===== config.mk =====
export PLATFORM = sky130hd
export DESIGN_NAME = instr_loader
export DESIGN_NICKNAME = d
export VERILOG_FILES = /design/src/rtl/instr_loader.sv
export SDC_FILE = /design/constraint.sdc
export NUM_CORES = 1
export LEC_CHECK = 0
export CAP_MARGIN = 20
export CORE_AREA = 5 5 111 113
export DETAILED_ROUTE_END_ITERATION = 10
export DIE_AREA = 0 0 116 118
export GPL_TIMING_DRIVEN = 0
export PLACE_DENSITY = 0.52
export SYNTH_ARGS = -nofsm -noshare
export SYNTH_HDL_FRONTEND = slang
export SYNTH_SLANG_ARGS = --single-unit

===== constraint.sdc =====
create_clock -name clk -period 5.2 [get_ports clk]
set_input_delay 0.52 -clock clk [delete_from_list [all_inputs] [get_ports clk]]
set_output_delay 0.52 -clock clk [all_outputs]
set_load 0.005 [all_outputs]

===== src/rtl/instr_loader.sv =====
// instr_loader: boot-time program loader in front of the instruction ROM.
// Takes a little-endian byte stream (count lo, count hi, then N two-byte
// words), writes 9-bit words to instruction memory from address 0, holds
// the core in reset while loading, then releases it and waits for done.
//
// Optional feature: define INSTR_LOADER_CHECKSUM_EN to require a trailing
// XOR checksum byte (state CHK) before the core is released.
//
// Ports:
//   clk, reset       clock, async active-low reset
//   in_data/valid/ready  byte stream handshake
//   wr_en/addr/data  registered instruction memory write port
//   core_rst_n       active-low core reset, high only in RUN/HALT
//   core_done        core done flag, sampled in RUN
//   restart          pulse, starts a new load from HALT or ERR
//   busy/halted/error  status
module instr_loader #(
  parameter int DEPTH  = 1024,
  parameter int ADDR_W = 10
) (
  input  logic              clk,
  input  logic              reset,
  input  logic [7:0]        in_data,
  input  logic              in_valid,
  output logic              in_ready,
  output logic              wr_en,
  output logic [ADDR_W-1:0] wr_addr,
  output logic [8:0]        wr_data,
  output logic              core_rst_n,
  input  logic              core_done,
  input  logic              restart,
  output logic              busy,
  output logic              halted,
  output logic              error
);

  typedef enum logic [2:0] {
    S_CNT_LO, S_CNT_HI, S_W_LO, S_W_HI, S_RUN, S_HALT, S_ERR, S_CHK
  } state_t;

  localparam logic [ADDR_W:0] DEPTH_C = (ADDR_W+1)'(DEPTH);
  localparam logic [ADDR_W:0] ONE_C   = (ADDR_W+1)'(1);

  state_t              state_q, state_d;
  logic [7:0]          lo_q;      // count low byte, then word low byte
  logic [ADDR_W:0]     rem_q;     // words still to be written
  logic [ADDR_W-1:0]   addr_q;    // next write address
  logic                wr_en_q;
  logic [ADDR_W-1:0]   wr_addr_q;
  logic [8:0]          wr_data_q;
  logic                core_rst_n_q;
`ifdef INSTR_LOADER_CHECKSUM_EN
  logic [7:0]          csum_q;
`endif

  logic            acc;
  logic            restart_go;
  logic [ADDR_W:0] cnt_w;
  logic            hi_bad;

  assign acc        = in_valid && in_ready;
  assign restart_go = restart && (state_q == S_HALT || state_q == S_ERR);
  // The high byte contributes enough bits to form an ADDR_W+1 bit count,
  // so a full-depth image is representable and oversize counts are caught.
  assign cnt_w      = {in_data[ADDR_W-8:0], lo_q};
  assign hi_bad     = |in_data[7:1];

  // State register
  always_ff @(posedge clk or negedge reset) begin
    if (!reset) state_q <= S_CNT_LO;
    else        state_q <= state_d;
  end

  // Next-state logic
  always_comb begin
    state_d = state_q;
    case (state_q)
      S_CNT_LO: if (acc) state_d = S_CNT_HI;
      S_CNT_HI: if (acc) state_d = (cnt_w == '0 || cnt_w > DEPTH_C) ? S_ERR : S_W_LO;
      S_W_LO:   if (acc) state_d = S_W_HI;
      S_W_HI: if (acc) begin
        if (hi_bad)              state_d = S_ERR;
        else if (rem_q == ONE_C)
`ifdef INSTR_LOADER_CHECKSUM_EN
                                 state_d = S_CHK;
`else
                                 state_d = S_RUN;
`endif
        else                     state_d = S_W_LO;
      end
`ifdef INSTR_LOADER_CHECKSUM_EN
      S_CHK:    if (acc) state_d = (in_data == csum_q) ? S_RUN : S_ERR;
`endif
      S_RUN:    if (core_done) state_d = S_HALT;
      S_HALT,
      S_ERR:    if (restart) state_d = S_CNT_LO;
      default:  state_d = S_CNT_LO;
    endcase
  end

  // Output logic
  always_comb begin
    in_ready = 1'b0;
    busy     = 1'b0;
    halted   = 1'b0;
    error    = 1'b0;
    case (state_q)
      S_CNT_LO, S_CNT_HI, S_W_LO, S_W_HI: begin
        in_ready = 1'b1;
        busy     = 1'b1;
      end
`ifdef INSTR_LOADER_CHECKSUM_EN
      S_CHK: begin
        in_ready = 1'b1;
        busy     = 1'b1;
      end
`endif
      S_HALT:  halted = 1'b1;
      S_ERR:   error  = 1'b1;
      default: ;
    endcase
  end

  // Datapath: word assembly, write port, counters, core reset
  always_ff @(posedge clk or negedge reset) begin
    if (!reset) begin
      lo_q         <= '0;
      rem_q        <= '0;
      addr_q       <= '0;
      wr_en_q      <= 1'b0;
      wr_addr_q    <= '0;
      wr_data_q    <= '0;
      core_rst_n_q <= 1'b0;
`ifdef INSTR_LOADER_CHECKSUM_EN
      csum_q       <= '0;
`endif
    end else begin
      wr_en_q <= 1'b0;
      // Released only once RUN has been held for a cycle, so the final
      // write strobe is always retired before the core comes out of reset;
      // leaving RUN/HALT (restart) drops it on the same edge.
      core_rst_n_q <= (state_q == S_RUN || state_q == S_HALT) &&
                      (state_d == S_RUN || state_d == S_HALT);
      if (acc) begin
        case (state_q)
          S_CNT_LO, S_W_LO: lo_q <= in_data;
          S_CNT_HI:         rem_q <= cnt_w;
          S_W_HI: if (!hi_bad) begin
            wr_en_q   <= 1'b1;
            wr_addr_q <= addr_q;
            wr_data_q <= {in_data[0], lo_q};
            addr_q    <= addr_q + ADDR_W'(1);
            rem_q     <= rem_q - ONE_C;
          end
          default: ;
        endcase
`ifdef INSTR_LOADER_CHECKSUM_EN
        if (state_q != S_CHK) csum_q <= csum_q ^ in_data;
`endif
      end
      if (restart_go) begin
        lo_q      <= '0;
        rem_q     <= '0;
        addr_q    <= '0;
        wr_addr_q <= '0;
`ifdef INSTR_LOADER_CHECKSUM_EN
        csum_q    <= '0;
`endif
      end
    end
  end

  assign wr_en      = wr_en_q;
  assign wr_addr    = wr_addr_q;
  assign wr_data    = wr_data_q;
  assign core_rst_n = core_rst_n_q;

endmodule


==> qor.yml, run 1 <==
run_status: "finished clean"
rows: 39
crit_fanout: 10
cts_hold_buf: 0
setup_ws_ns: 2.62
crit_chain: "clkbuf_1 -> inv_1 -> nor2_1 -> and2_1 -> clkdlybuf4s50_1"
yosysUniqueCellTypes: 52
yosys.area.top_type: "dfrtp_1"
timing.rr.start: "state_q[0]$_DFF_PN0_"
die_area_mm2: 0.0137
num_vias: 2348
start_util_pct: 24.1
initialDrtViolationCount: 156
holdCritPathClass: "in -> async"
wl_per_cell_um: 15.1
antenna_cells: 0
finalSetupViolCount: 0
clock_latency_ns: 0.29
cts_tree: "yes"
setup_tns_ns: 0
antenna_found_initial: 0
fill_cells: 1169
powerDensity_mw_per_mm2: 433
fin_util_pct: 30.4
period_share_pct: 49.7
synthTopCellsByCount: "nand2_1, dfrtp_1, nand3_1, nor2_1, inv_1"
grt_setup_unrepaired: "false"
die_w_um: 116
slew_headroom_pct: 47.1
syn-cell-area_mm2: 0.00271
skew_ns: 0.00512
clkSlewWorstSetupHoldPaths_ns: 0.07
gp_congestion: 0.851
fmax_mhz: 387
vias_per_cell: 4.90
slowest_stage: "clkdlybuf4s50_1"
synth_nets: 307
synth_edf_count: 0
yosys_warnings: 0
preCtsSetupSlack_ns: 2.71
grt_pass1_wl_um: 12200
drc: 0
cts_buffers: 5
ys.flop_type: "dfrtp_1"
grt_usage_pct: 10.9
ant_nets: 0
maxCapViolCount: 0
grt_max_degree: 29
final_nets: 351
drive_above_1_share_pct: 7.44
numClockSinks: 53
hold_viol_final: 0
synth-seq-cells: 53
port_buffers: 36
hpwlAfterDp_um: 5220
startpoint: "state_q[2]$_DFF_PN0_"
area_delta_synth_final_pct: 26.1
h-tree-depth: 2
crit_family: "buffers and inverters"
worst_ep_arrival_time_ns: 2.06
cts_resized: 0
cp_data_required_time_ns: 4.68
grt_overflow: 0
yosysSeqAreaShare_pct: 49.0
start_kind: "register"
ir_worst_vdd_uv: 162
first_global_vias: 2321
drv_slew: 0
drt_wl_total_um: 7210
io_pins: 38
synth.most_common_cell: "nand2_1"
cts_setup_buffers: 0
critPathKind: "reg -> out"
clock_path_buffers: 2
syn_area_per_cell_um2: 9.30
power.leakage_nw: 1.53
cp-end-kind: "output port"
power_mw: 1.48
async_reset_ff_share_pct: 100
netlist.area_leader.share_pct: 49.0
root_buffer: "clkbuf_16"
synth_cells: 291
die_h_um: 118
synth_area_leaders: "dfrtp_1, nand2_1, mux2i_1"
min_period_ns: 2.58
critical-path-max-stage-delay_ns: 0.51
dr.pass1.iters: 4
crit_buf_inv: 3
worst_slew_pin_slew_ns: 0.786
coreArea_mm2: 0.0112
[layout make-up]
type	instances	area, um2	area share (%)
inverter	14	52.6	1.54
multi-input combinational	207	1250	36.7
timing repair buffer	37	375	11.0
clock inverter	2	13.8	0.403
clock buffer	6	139	4.07
sequential	53	1330	38.8
tap	143	179	5.24
buffer	17	76.3	2.24
[placed cells by master, fill, tap and decap left out, types with 5 or more instances in the layout]
cell type / count
nand2_1: 55
dfrtp_1: 53
clkdlybuf4s50_1: 35
nand3_1: 22
nor2_1: 17
inv_1: 14
mux2i_1: 11
a21oi_1: 10
o21ai_0: 9
buf_2: 8
clkbuf_1: 7
a22oi_1: 7
o22ai_1: 6
clkbuf_16: 5
[final timing paths]
kind	end	slack, ns	cells after the start
max	halted	2.62	5
min reg2reg	wr_data[4]$_DFFE_PN0P_	0.48	2
max in group asynchronous	rem_q[2]$_DFFE_PN0P_	4.38	2
min in group clk	wr_data[4]$_DFFE_PN0P_	0.48	2
min	rem_q[8]$_DFFE_PN0P_	0.25	1
max reg2reg	wr_addr[3]$_DFFE_PN0P_	3.32	7
[per-layer routing]
| layer | share of wire [%] | global-route usage [%] | up-vias | wire length, um |
|---|---|---|---|---|
| met5 | 0 | 0 | - | 0 |
| met4 | 1.0 | 2.32 | 0 | 73 |
| met3 | 4.0 | 2.26 | 6 | 292 |
| met2 | 44 | 16.2 | 57 | 3200 |
| met1 | 51 | 16.2 | 1152 | 3650 |
| li1 | - | - | 1133 | - |
[metrics by stage]
| stage | hold WS, ns | area [um2] | instances |
|---|---|---|---|
| floorplan | 0.224 | 2710 | 291 |
| global placement | 0.465 | 3250 | 470 |
| detailed placement | 0.465 | 3260 | 471 |
| CTS | 0.270 | 3410 | 479 |
| global route | 0.294 | 3410 | 479 |
| finish | 0.246 | 3410 | 479 |
[state kept, by name (all words and copies together), names as in the netlist]
| name | flops |
|---|---|
| addr_q | 10 |
| wr_data | 9 |
| wr_addr | 10 |
| wr_en | 1 |
| state_q | 3 |
| lo_q | 8 |
| rem_q | 11 |
| core_rst_n | 1 |
[logic make-up after synthesis]
| logic type | count (synthesis) | share of synthesized area, % |
|---|---|---|
| xor+xnor | 2 | 0.647 |
| flops | 53 | 49.0 |
| compound gates | 57 | 15.1 |
| fa+ha+maj | 3 | 1.39 |
| mux | 12 | 4.48 |
| simple gates | 133 | 24.7 |
| buf+inv | 31 | 4.76 |
[where the power goes]
group          total, mW  leakage [nW]  internal, mW  switching, mW
combinational      0.543         0.742         0.239          0.304
clock              0.351        0.0768         0.192          0.158
sequential         0.587         0.710         0.495         0.0918
(Power assumes the default switching activity.)
==> inputs of run 2 (changes only) <==
PLACE_DENSITY = 0.53   (was 0.52)
clock period = 2.15 ns   (was 5.2 ns; I/O delays follow)
==> qor.yml, run 2 (synthesis gave the netlist of run 1 again) <==
worst_slew_pin_slew_ns: 0.845
min_period_ns: 2.00
powerDensity_mw_per_mm2: 1050
start_kind: "register"
power.leakage_nw: 1.53
ant_nets: 0
hold_viol_final: 0
num_vias: 2301
crit_path_end: "halted"
ir_worst_vdd_uv: 474
dr.pass1.iters: 4
slew_headroom_pct: 43.1
crit_chain: "clkbuf_4 -> inv_1 -> nor2_1 -> and2_1 -> clkdlybuf4s50_1"
clkSlewWorstSetupHoldPaths_ns: 0.08
final_nets: 352
hpwlAfterDp_um: 5200
preCtsSetupSlack_ns: -0.0442
antenna_cells: 0
cp_data_required_time_ns: 1.93
antenna_found_initial: 0
die_h_um: 118
grt_usage_pct: 10.5
period_share_pct: 93.2
die_w_um: 116
grt_use_met3_pct: 2.42
final_common_cell: "nand2_1"
grt_max_degree: 31
drv_slew: 0
cts_setup_buffers: 0
setup_tns_ns: 0
start_util_pct: 24.1
fmax_mhz: 499
fin_area_mm2: 0.00343
final_cell_mix: "nand2_1, dfrtp_1, clkdlybuf4s50_1, nand3_1, nor2_1"
crit_fanout: 10
grt_pass1_wl_um: 11800
clock_latency_ns: 0.30
grt_overflow: 0
holdCritPathClass: "in -> reg"
gp_congestion: 0.831
coreArea_mm2: 0.0112
rows: 39
h-tree-depth: 2
area_delta_synth_final_pct: 26.7
skew_ns: 0.00869
initialDrtViolationCount: 158
timing.rr.start: "rem_q[2]$_DFFE_PN0P_"
drt_wl_total_um: 7110
worst_ep_arrival_time_ns: 1.79
io_pins: 38
wl_per_cell_um: 14.8
die_area_mm2: 0.0137
place_area_mm2: 0.00326
critical-path-max-stage-delay_ns: 0.50
reg2reg_slack_ns: 0.23
slowest_stage: "clkdlybuf4s50_1"
regMostFlops: "rem_q"
maxCapViolCount: 0
clock_path_buffers: 2
largest_reg_flops: 11
grt_setup_unrepaired: "false"
cp-end-kind: "output port"
ff2ff_path_depth: 4
use_met1_pct: 15.6
drive_above_1_share_pct: 8.01
drc: 0
vias_per_cell: 4.79
fin_hold_ws_ns: 0.428
critPathKind: "reg -> out"
numClockSinks: 53
grt.busiest_layer: "met1"
cts_buffers: 5
finalSetupViolCount: 0
root_buffer: "clkbuf_16"
cts_tree: "yes"
run_status: "finished clean"
first_global_vias: 2286
timing.rr.end: "core_rst_n$_DFF_PN0_"
grt_use_met2_pct: 15.4
startpoint: "state_q[2]$_DFF_PN0_"
fin_util_pct: 30.6
port_buffers: 36
setup_ws_ns: 0.147
-- run 2: power breakdown --
group          leakage (nW)  internal, mW  total [mW]  switching (mW)
sequential            0.709          1.20        1.41           0.213
clock                0.0763         0.448       0.861           0.414
combinational         0.750         0.585        1.32           0.733
-- run 2: worst min-delay path by stage --
stage | depth (start not counted) | slack, ns | end | startpoint
global placement | 2 | 0.47 | wr_data[8]$_DFFE_PN0P_ | wr_data[8]$_DFFE_PN0P_
floorplan | 0 | -0.08 | addr_q[0]$_DFFE_PN0P_ | reset
finish | 4 | 0.43 | state_q[2]$_DFF_PN0_ | restart
global route | 4 | 0.47 | state_q[2]$_DFF_PN0_ | restart
detailed placement | 1 | 0.25 | rem_q[6]$_DFFE_PN0P_ | reset
CTS | 4 | 0.43 | state_q[2]$_DFF_PN0_ | restart
-- run 2: metrics by stage --
step	power, mW	std cells
CTS	3.61	480
detailed placement	2.73	471
floorplan	2.32	291
global route	3.82	480
finish	3.59	480
global placement	2.71	470
-- run 2: critical path, delay by kind of cell, from the launching register on --
family / cells / cell delay (ns)
buf+inv: 3 / 0.80
flops: 1 / 0.42
simple gates: 2 / 0.27
-- run 2: layer usage --
layer  routed length, um  part of all wire [%]
met5                   0                     0
met4                  51                  0.72
met3                 294                   4.1
met2                3150                    44
met1                3610                    51
-- run 2: cell type report --
cell class | instances | area (um2)
flip-flops and latches | 53 | 1330
inverters | 14 | 52.6
clock inverters | 3 | 28.8
well taps | 143 | 179
multi-input cells | 207 | 1250
plain buffers | 17 | 80.1
repair buffers | 38 | 385
fillers | 1191 | 7790
clock buffers | 5 | 125
-- run 2: timing repair --
| action | in CTS | in global routing |
|---|---|---|
| gates resized for setup | 1 | 3 |
| setup endpoints to repair | 1 | 1 |
| hold buffers | 1 | 0 |
| endpoints found under the hold margin | 23 | 0 |
==> inputs of run 3 (changes only) <==
SLEW_MARGIN = 20   (was not set)
==> qor.yml, run 3 (synthesis gave the netlist of run 1 again) <==
largest_reg_flops: 11
ir_worst_vdd_uv: 429
final_cell_mix: "nand2_1, dfrtp_1, clkdlybuf4s50_1, nand3_1, nor2_1"
fin_hold_ws_ns: 0.441
vias_per_cell: 4.82
fin_area_mm2: 0.00341
grt_pass1_wl_um: 12100
grt_overflow: 0
dr.pass1.iters: 4
clkSlewWorstSetupHoldPaths_ns: 0.08
area_delta_synth_final_pct: 26.1
numClockSinks: 53
die_h_um: 118
crit_path_end: "halted"
place_area_mm2: 0.00324
cp_data_required_time_ns: 1.93
drc: 0
final_common_cell: "nand2_1"
power.leakage_nw: 1.53
worst_slew_pin_slew_ns: 0.831
cp-end-kind: "output port"
reg2reg_slack_ns: 0.25
die_area_mm2: 0.0137
cts_setup_buffers: 0
antenna_found_initial: 0
die_w_um: 116
grt_setup_unrepaired: "false"
first_global_vias: 2334
num_vias: 2311
final_nets: 351
rows: 39
regMostFlops: "rem_q"
crit_fanout: 10
h-tree-depth: 2
wl_per_cell_um: 15.0
grt_usage_pct: 10.7
maxCapViolCount: 0
io_pins: 38
ff2ff_path_depth: 4
antenna_cells: 0
gp_congestion: 0.831
slew_headroom_pct: 44.1
finalSetupViolCount: 0
skew_ns: 0.00734
multi_input_area_mm2: 0.00125
cts_tree: "yes"
critPathKind: "reg -> out"
drt_wl_total_um: 7180
fmax_mhz: 501
seq_area_mm2: 0.00133
min_period_ns: 2.00
start_kind: "register"
hold_viol_final: 0
drive_above_1_share_pct: 7.74
powerDensity_mw_per_mm2: 1050
ant_nets: 0
coreArea_mm2: 0.0112
fill_cells: 1201
period_share_pct: 92.9
timing.rr.end: "core_rst_n$_DFF_PN0_"
clock_latency_ns: 0.30
grt_max_degree: 54
start_util_pct: 24.1
startpoint: "state_q[2]$_DFF_PN0_"
initialDrtViolationCount: 193
run_status: "finished clean"
holdCritPathClass: "in -> reg"
hpwlAfterDp_um: 5080
timing.rr.start: "rem_q[2]$_DFFE_PN0P_"
drv_slew: 0
worst_ep_arrival_time_ns: 1.78
port_buffers: 36
clock_path_buffers: 2
cts_buffers: 5
root_buffer: "clkbuf_16"
hold_start: "restart"
[run 3: changes by cell type in the layout (fill, tap and decap cells not counted), sizes merged]
| cell | previous run | this run |
|---|---|---|
| buf | 12 | 11 |
[run 3: power breakdown]
group / switching (mW) / internal [mW] / total (mW)
clock network: 0.415 / 0.448 / 0.863
registers: 0.210 / 1.20 / 1.41
logic: 0.738 / 0.583 / 1.32
[run 3: per-stage QoR]
step / instances / total power [mW] / util, % / setup slack (ns) / setup TNS [ns]
2_1_floorplan: 291 / 2.32 / - / 0.430 / 0
3_3_place_gp: 470 / 2.71 / 28.9 / -0.924 / -48.86
5_1_grt: 479 / 3.82 / 30.4 / 0.0238 / 0
6_report: 479 / 3.59 / 30.4 / 0.154 / 0
4_1_cts: 479 / 3.61 / 30.4 / 0.0485 / 0
3_5_place_dp: 470 / 2.73 / 28.9 / -0.0518 / -0.113
[run 3: worst max-delay path: stages, from the launching register on]
cell and delay (ns):
dfrtp_2 0.41, clkbuf_4 0.21, inv_1 0.10, nor2_1 0.12, and2_1 0.14, clkdlybuf4s50_1 0.50
[run 3: layout make-up]
cell class                 instances  share of cell area, %
buffer                            17                   2.35
clock buffer                       5                   3.67
clock inverter                     3                  0.843
inverter                          14                   1.54
multi-input combinational        207                   36.7
sequential                        53                   38.9
tap                              143                   5.24
timing repair buffer              37                   10.8
[run 3: worst min path at each step]
stage / end / slack [ns] / cells past startpoint
after detailed placement: rem_q[8]$_DFFE_PN0P_ / 0.32 / 1
after global routing: state_q[2]$_DFF_PN0_ / 0.49 / 4
final: state_q[2]$_DFF_PN0_ / 0.44 / 4
after global placement: wr_data[8]$_DFFE_PN0P_ / 0.47 / 2
after CTS: state_q[2]$_DFF_PN0_ / 0.43 / 4
after floorplan: addr_q[0]$_DFFE_PN0P_ / -0.08 / 0
[run 3: repair_timing]
item	in CTS	in global routing
endpoints found under the setup margin	1	1
gates resized for setup	1	3
endpoints found under the hold margin	27	0
hold buffers	1	0
[run 3: per-layer routing]
metal	up-vias	global-route usage, %	share of wire [%]
li1	1132	-	-
met1	1119	15.5	49
met2	56	16.3	46
met3	4	2.31	4.6
met4	0	2.39	0.67
met5	-	0	0
